**src/rtl/i2s_audio_tx.sv**
```systemverilog
// rtl/i2s_audio_tx.sv - I2S playback transmitter with sample-pair FIFO
//
// Purpose:
//   Buffers stereo sample pairs in a small FIFO and shifts them out to the
//   audio codec in I2S format (MSB one BCLK after the LRCLK edge). All codec
//   clocks are derived from the fabric clock. A frame due while the FIFO is
//   empty goes out as silence and raises a sticky underrun flag.
//
// Ports:
//   clk, rst          fabric clock, asynchronous active-high reset
//   enable            run transmitter; low = idle and muted
//   s_valid/s_ready   sample-pair stream handshake (s_ready = !full)
//   s_left/s_right    two's complement samples
//   fifo_level        entries currently held
//   underrun          sticky underrun flag, cleared by underrun_clr
//   ac_mclk           free-running codec master clock
//   ac_bclk           bit clock
//   ac_pblrc          playback LR clock (0 = left)
//   ac_sdata_o        serial data
//   ac_mute_n         codec mute, active low

module i2s_audio_tx #(
  parameter int DATA_WIDTH = 24,
  parameter int SLOT_WIDTH = 32,
  parameter int BCLK_DIV   = 8,
  parameter int MCLK_DIV   = 2,
  parameter int FIFO_DEPTH = 4
) (
  input  logic                              clk,
  input  logic                              rst,
  input  logic                              enable,
  input  logic                              s_valid,
  output logic                              s_ready,
  input  logic [DATA_WIDTH-1:0]             s_left,
  input  logic [DATA_WIDTH-1:0]             s_right,
  output logic [$clog2(FIFO_DEPTH+1)-1:0]   fifo_level,
  output logic                              underrun,
  input  logic                              underrun_clr,
  output logic                              ac_mclk,
  output logic                              ac_bclk,
  output logic                              ac_pblrc,
  output logic                              ac_sdata_o,
  output logic                              ac_mute_n
);

  localparam int LW = $clog2(FIFO_DEPTH + 1);
  localparam int AW = $clog2(FIFO_DEPTH);
  localparam int FW = 2 * DATA_WIDTH;
  localparam int BW = $clog2(BCLK_DIV);
  localparam int MW = $clog2(MCLK_DIV);
  localparam int PW = $clog2(2 * SLOT_WIDTH + 1);

  localparam logic [LW-1:0] LEVEL_FULL = LW'(FIFO_DEPTH);
  localparam logic [LW-1:0] LEVEL_ONE  = LW'(1);
  localparam logic [AW-1:0] PTR_ONE    = AW'(1);

  localparam logic [MW-1:0] MDIV_LAST  = MW'(MCLK_DIV - 1);
  localparam logic [MW-1:0] MDIV_HALF  = MW'(MCLK_DIV / 2);
  localparam logic [MW-1:0] MDIV_ONE   = MW'(1);

  localparam logic [BW-1:0] BDIV_LAST  = BW'(BCLK_DIV - 1);
  localparam logic [BW-1:0] BDIV_HALF  = BW'(BCLK_DIV / 2);
  localparam logic [BW-1:0] BDIV_ONE   = BW'(1);

  localparam logic [PW-1:0] P_ONE      = PW'(1);
  localparam logic [PW-1:0] P_LAST     = PW'(2 * SLOT_WIDTH - 1);
  localparam logic [PW-1:0] P_SLOT     = PW'(SLOT_WIDTH);
  localparam logic [PW-1:0] P_L_END    = PW'(DATA_WIDTH);
  localparam logic [PW-1:0] P_R_FIRST  = PW'(SLOT_WIDTH + 1);
  localparam logic [PW-1:0] P_R_END    = PW'(SLOT_WIDTH + DATA_WIDTH);

  // With full-width samples the right LSB spills into p=0 of the next frame.
  localparam bit SPILL = (DATA_WIDTH == SLOT_WIDTH);

  // FIFO state
  logic [FW-1:0]  mem_q [FIFO_DEPTH];
  logic [AW-1:0]  wptr_q, wptr_d;
  logic [AW-1:0]  rptr_q, rptr_d;
  logic [LW-1:0]  level_q, level_d;
  logic           full, empty, push, pop;

  // Clock generation and bit timing state
  logic [MW-1:0]  mcnt_q, mcnt_d;
  logic           mclk_q, mclk_d;
  logic [BW-1:0]  bdiv_q, bdiv_d;
  logic [PW-1:0]  p_q, p_d;
  logic           run_q;
  logic           bit_start, frame_start, in_data;

  // Frame shift register; after the last right bit its MSB holds the
  // spilled right LSB, which doubles as the carry into the next frame.
  logic [FW-1:0]  sh_q, sh_d;
  logic           bclk_q, bclk_d;
  logic           lrc_q, lrc_d;
  logic           sdata_q, sdata_d;
  logic           underrun_q, underrun_d;

  assign full       = (level_q == LEVEL_FULL);
  assign empty      = (level_q == '0);
  assign push       = s_valid && !full;
  // Pop decision uses the registered level, so a same-cycle push into an
  // empty FIFO is never seen by this frame.
  assign pop        = frame_start && !empty;

  // The first enabled edge after idle always restarts at p=0, bdiv=0.
  assign bit_start   = enable && (!run_q || (bdiv_q == BDIV_LAST));
  assign frame_start = enable && (!run_q || ((bdiv_q == BDIV_LAST) && (p_q == P_LAST)));

  always_comb begin
    mcnt_d = (mcnt_q == MDIV_LAST) ? '0 : mcnt_q + MDIV_ONE;
    mclk_d = (mcnt_d >= MDIV_HALF);
  end

  always_comb begin
    wptr_d  = push ? wptr_q + PTR_ONE : wptr_q;
    rptr_d  = pop  ? rptr_q + PTR_ONE : rptr_q;
    level_d = level_q;
    case ({push, pop})
      2'b10:   level_d = level_q + LEVEL_ONE;
      2'b01:   level_d = level_q - LEVEL_ONE;
      default: level_d = level_q;
    endcase
  end

  always_comb begin
    bdiv_d = '0;
    p_d    = '0;
    if (enable && run_q) begin
      if (bdiv_q == BDIV_LAST) begin
        bdiv_d = '0;
        p_d    = (p_q == P_LAST) ? '0 : p_q + P_ONE;
      end else begin
        bdiv_d = bdiv_q + BDIV_ONE;
        p_d    = p_q;
      end
    end
  end

  assign in_data = ((p_d >= P_ONE) && (p_d <= P_L_END)) ||
                   ((p_d >= P_R_FIRST) && (p_d <= P_R_END));

  always_comb begin
    sh_d       = sh_q;
    bclk_d     = 1'b0;
    lrc_d      = 1'b0;
    sdata_d    = 1'b0;
    if (enable) begin
      bclk_d  = (bdiv_d >= BDIV_HALF);
      lrc_d   = lrc_q;
      sdata_d = sdata_q;
      if (frame_start) begin
        sh_d    = pop ? mem_q[rptr_q] : '0;
        lrc_d   = 1'b0;
        // Spilled right LSB of the previous frame; 0 on the first frame
        // after enable because nothing was sent yet.
        sdata_d = SPILL && run_q && sh_q[FW-1];
      end else if (bit_start) begin
        lrc_d   = (p_d >= P_SLOT);
        sdata_d = in_data && sh_q[FW-1];
        if (in_data) begin
          sh_d = sh_q << 1;
        end
      end
    end
  end

  // Set wins over clear.
  always_comb begin
    underrun_d = underrun_q;
    if (frame_start && empty) begin
      underrun_d = 1'b1;
    end else if (underrun_clr) begin
      underrun_d = 1'b0;
    end
  end

  always_ff @(posedge clk) begin
    if (push) begin
      mem_q[wptr_q] <= {s_left, s_right};
    end
  end

  always_ff @(posedge clk or posedge rst) begin
    if (rst) begin
      wptr_q     <= '0;
      rptr_q     <= '0;
      level_q    <= '0;
      mcnt_q     <= '0;
      mclk_q     <= 1'b0;
      bdiv_q     <= '0;
      p_q        <= '0;
      run_q      <= 1'b0;
      sh_q       <= '0;
      bclk_q     <= 1'b0;
      lrc_q      <= 1'b0;
      sdata_q    <= 1'b0;
      underrun_q <= 1'b0;
    end else begin
      wptr_q     <= wptr_d;
      rptr_q     <= rptr_d;
      level_q    <= level_d;
      mcnt_q     <= mcnt_d;
      mclk_q     <= mclk_d;
      bdiv_q     <= bdiv_d;
      p_q        <= p_d;
      run_q      <= enable;
      sh_q       <= sh_d;
      bclk_q     <= bclk_d;
      lrc_q      <= lrc_d;
      sdata_q    <= sdata_d;
      underrun_q <= underrun_d;
    end
  end

  assign s_ready    = !full;
  assign fifo_level = level_q;
  assign underrun   = underrun_q;
  assign ac_mclk    = mclk_q;
  assign ac_bclk    = bclk_q;
  assign ac_pblrc   = lrc_q;
  assign ac_sdata_o = sdata_q;
  assign ac_mute_n  = run_q;

endmodule
```
**config.mk**
```make
export PLATFORM = sky130hd
export DESIGN_NAME = i2s_audio_tx
export DESIGN_NICKNAME = d
export VERILOG_FILES = /design/src/rtl/i2s_audio_tx.sv
export SDC_FILE = /design/constraint.sdc
export NUM_CORES = 1
export LEC_CHECK = 0
export ABC_AREA = 1
export CAP_MARGIN = 15
export CORE_AREA = 3 3 192 194
export CTS_BUF_LIST = sky130_fd_sc_hd__clkbuf_16
export CTS_CLUSTER_SIZE = 20
export DETAILED_ROUTE_END_ITERATION = 8
export DIE_AREA = 0 0 195 197
export DONT_BUFFER_PORTS = 1
export PLACE_DENSITY = 0.4
export SKIP_CTS_REPAIR_TIMING = 1
export SLEW_MARGIN = 20
export SYNTH_ARGS = -nofsm -noshare
export SYNTH_HDL_FRONTEND = slang
export SYNTH_SLANG_ARGS = --single-unit
export TNS_END_PERCENT = 50
```
**constraint.sdc**
```tcl
create_clock -name clk -period 6.7 [get_ports clk]
set_clock_uncertainty 0.15 [all_clocks]
set_input_delay 1.675 -clock clk [delete_from_list [all_inputs] [get_ports clk]]
set_output_delay 1.675 -clock clk [all_outputs]
set_load 0.01 [all_outputs]
```
==> impl_metrics.env <==
export IMPL_clk_insertion_delay_late_ps=540
export IMPL_drt_initial_drc_count=302
export IMPL_crit_arrival_ps=4020
export IMPL_drc=0
export IMPL_ios=63
export IMPL_regArea_um2=7540
export IMPL_multi_input_area_um2=2730
export IMPL_min_period_over_period_pct=56.1
export IMPL_yosys_area_top_type_share_pct=54.5
export IMPL_initial_core_util_pct=29.9
export IMPL_synth_most_common_cell="edfxtp_1"
export IMPL_cp_required_ps=6970
export IMPL_ant_nets=0
export IMPL_grt_max_degree=99
export IMPL_antenna_found_initial=0
export IMPL_ir_drop_uv=199
export IMPL_cts_max_path_buffers=3
export IMPL_powerDensity_nw_per_um2=424
export IMPL_stdcell_area_um2=11900
export IMPL_gr_total_overflow=0
export IMPL_worstReg2RegStart="bdiv_q[0]$_DFF_PP0_"
export IMPL_clkTransAtPathRegs_ps=60
export IMPL_setup_viol=0
export IMPL_dr_pass1_iters=4
export IMPL_slew_headroom_pct=27.8
export IMPL_cpMostUsedCell="nand2_1"
export IMPL_worstMarginPinSlew_ps=1080
export IMPL_layout_nets=926
export IMPL_htree_levels=1
export IMPL_synth_edf_count=192
export IMPL_final_layout_size_suffix_gt1_share_pct=7.12
export IMPL_synth_common_cells="edfxtp_1 (192), nand2_1 (132), nor2_1 (115)"
export IMPL_grt_use_total_pct=13.2
export IMPL_vias=6439
export IMPL_synth_area_leaders="edfxtp_1 (54%), dfrtp_1 (17%), nand2_1 (4.7%), o21ai_0 (4.4%), nor2_1 (4.1%)"
export IMPL_hold_depth=1
export IMPL_synth_seq_area_share_pct=71.3
export IMPL_setup_slack_ps=2940
export IMPL_vias_per_cell=4.78
export IMPL_die_w_um=195
export IMPL_hold_viol_final=0
export IMPL_avgSynthCellArea_um2=12.1
export IMPL_startpoint_type="input port"
export IMPL_path_class="in2reg"
export IMPL_first_global_vias=6482
export IMPL_critical_path_endpoint_type="flip-flop"
export IMPL_timing_fmax_ghz=0.266
export IMPL_crit_family="simple AND/OR/NAND/NOR gates"
export IMPL_place_hpwl_mm=13.8
export IMPL_cts_tree="built"
export IMPL_r2r_setup_slack_ps=2970
export IMPL_drv_cap=0
export IMPL_synth_ff_type="edfxtp_1"
export IMPL_synth_seq_cells=263
export IMPL_synthDistinctLibCells=26
export IMPL_area_growth_pct=12.6
export IMPL_place_gp_congestion=0.709
export IMPL_yosys_area_top_type="edfxtp_1"
export IMPL_dp_slack_ps=2320
export IMPL_clock_sinks=263
export IMPL_worstPathCellList="nand2_2, nor2_2, nand2_1, nand3_1, nor2_1, nand2_1, nand3_1, nand2_2, buf_4, nand2_2, nand2_1, nand2_1"
export IMPL_root_buffer="clkbuf_16"
export IMPL_drv_slew=0
export IMPL_wl_per_cell_um=19.0
export IMPL_numCtsBuffers=31
export IMPL_ys_warn_count=0
export IMPL_die_h_um=197
export IMPL_cpMaxStageDelayCell="nand2_2"
export IMPL_synth_cells=875
export IMPL_num_rows=69
export IMPL_rsz0062_at_grt="false"
export IMPL_max_stage_delay_ps=730
export IMPL_dpl_cell_area_um2=11100
export IMPL_status="finished, final reports clean"
export IMPL_dp_cells=1292
export IMPL_port_buffers=0
export IMPL_synth_nets=937
export IMPL_worstSetupStartpoint="enable"
export IMPL_crit_buf_inv=1
export IMPL_netlist_area_um2=10600
export IMPL_fillers=3543
export IMPL_die_area_um2=38400
export IMPL_holdCritStartpoint="bdiv_q[0]$_DFF_PP0_"
export IMPL_hold_end="bdiv_q[0]$_DFF_PP0_"
export IMPL_ff2ff_path_depth=15
export IMPL_synthArstFlopShare_pct=27.0
export IMPL_power_leakage_uw=0.00449
export IMPL_instances_no_fill=1346
export IMPL_antennaDiodeCount=0
export IMPL_worst_path_max_fanout=48
export IMPL_min_period_ps=3760
export IMPL_grt_pass1_wl_mm=40.1
export IMPL_r2r_end="fifo_level[2]$_DFFE_PP0P_"
export IMPL_wl_mm=25.5
export IMPL_core_area_um2=35400
export IMPL_hold_class="reg2reg"
export IMPL_finalSetupTns_ps=0
==> worst max-delay path by stage <==
stage	depth (start not counted)	to	slack, ps
after CTS	15	fifo_level[2]$_DFFE_PP0P_	2860
after floorplan	2	mem_q[0][0]$_DFFE_PP_	2220
after global placement	9	fifo_level[2]$_DFFE_PP0P_	2190
after detailed placement	12	sh_q[11]$_DFFE_PP0P_	2320
final	12	sh_q[15]$_DFFE_PP0P_	2940
after global routing	15	fifo_level[2]$_DFFE_PP0P_	2570
==> power by group <==
group / internal, uW / leakage, uW / switching (uW)
Combinational: 410 / 0.00135 / 916
Sequential: 2150 / 0.00269 / 127
Clock: 823 / 0.000440 / 632
Total: 3380 / 0.00449 / 1680
==> logic make-up after synthesis <==
group	after synthesis	share of synthesized area, %
compound gates	201	11.8
buf+inv	86	3.53
simple gates	310	11.8
xor+xnor	6	0.497
fa+ha+maj	9	1.13
flops	263	71.3
==> cell usage in the layout (no fill, tap or decap) <==
master	count
edfxtp_1	192
nand2_1	129
nor2_1	111
o21ai_0	94
dfrtp_1	70
nand3_1	56
o22ai_1	48
a22o_1	47
inv_1	32
clkbuf_16	31
clkinv_1	15
buf_4	12
o21ai_1	9
ha_1	8
nor2_4	5
xor2_1	4
nand2_2	3
nor2_2	3
clkinv_2	3
inv_2	2
xnor2_1	2
a21oi_1	2
nand2_4	1
a21boi_4	1
nor3_1	1
nand4_1	1
fa_1	1
clkinvlp_4	1
dfrtp_2	1
==> per-stage QoR <==
step | total power [uW] | hold slack, ps | util [%]
final | 5050 | 286 | 33.7
after floorplan | 3220 | 257 | -
after CTS | 5160 | 290 | 33.7
after global routing | 5390 | 309 | 33.7
after detailed placement | 3680 | 277 | 31.2
after global placement | 3680 | 287 | 31.2
==> final cells by class <==
cell class                      instances  share of cell area [%]
Inverter                               30                   0.955
Timing Repair Buffer                   12                   0.756
Multi-Input combinational cell        526                    22.9
Sequential cell                       263                    63.3
Tap cell                              461                    4.84
Clock inverter                         23                   0.777
Clock buffer                           31                    6.51
==> sequential cells by signal, summed over array words and instances (netlist names) <==
signal / cells
ac_mclk: 1
ac_bclk: 1
rptr_q: 2
sh_q: 48
ac_pblrc: 1
mem_q: 192
wptr_q: 2
underrun: 1
bdiv_q: 3
ac_sdata_o: 1
ac_mute_n: 1
p_q: 7
fifo_level: 3
==> metal layers <==
layer | up-vias | GRT usage, % | share of wire, %
met5 | - | 0 | 0
met4 | 0 | 3.27 | 1.9
met3 | 41 | 2.41 | 3.9
met2 | 99 | 22.1 | 48
met1 | 3187 | 18.0 | 47
li1 | 3112 | - | -
Note: power is estimated with default switching activity, not from simulation.
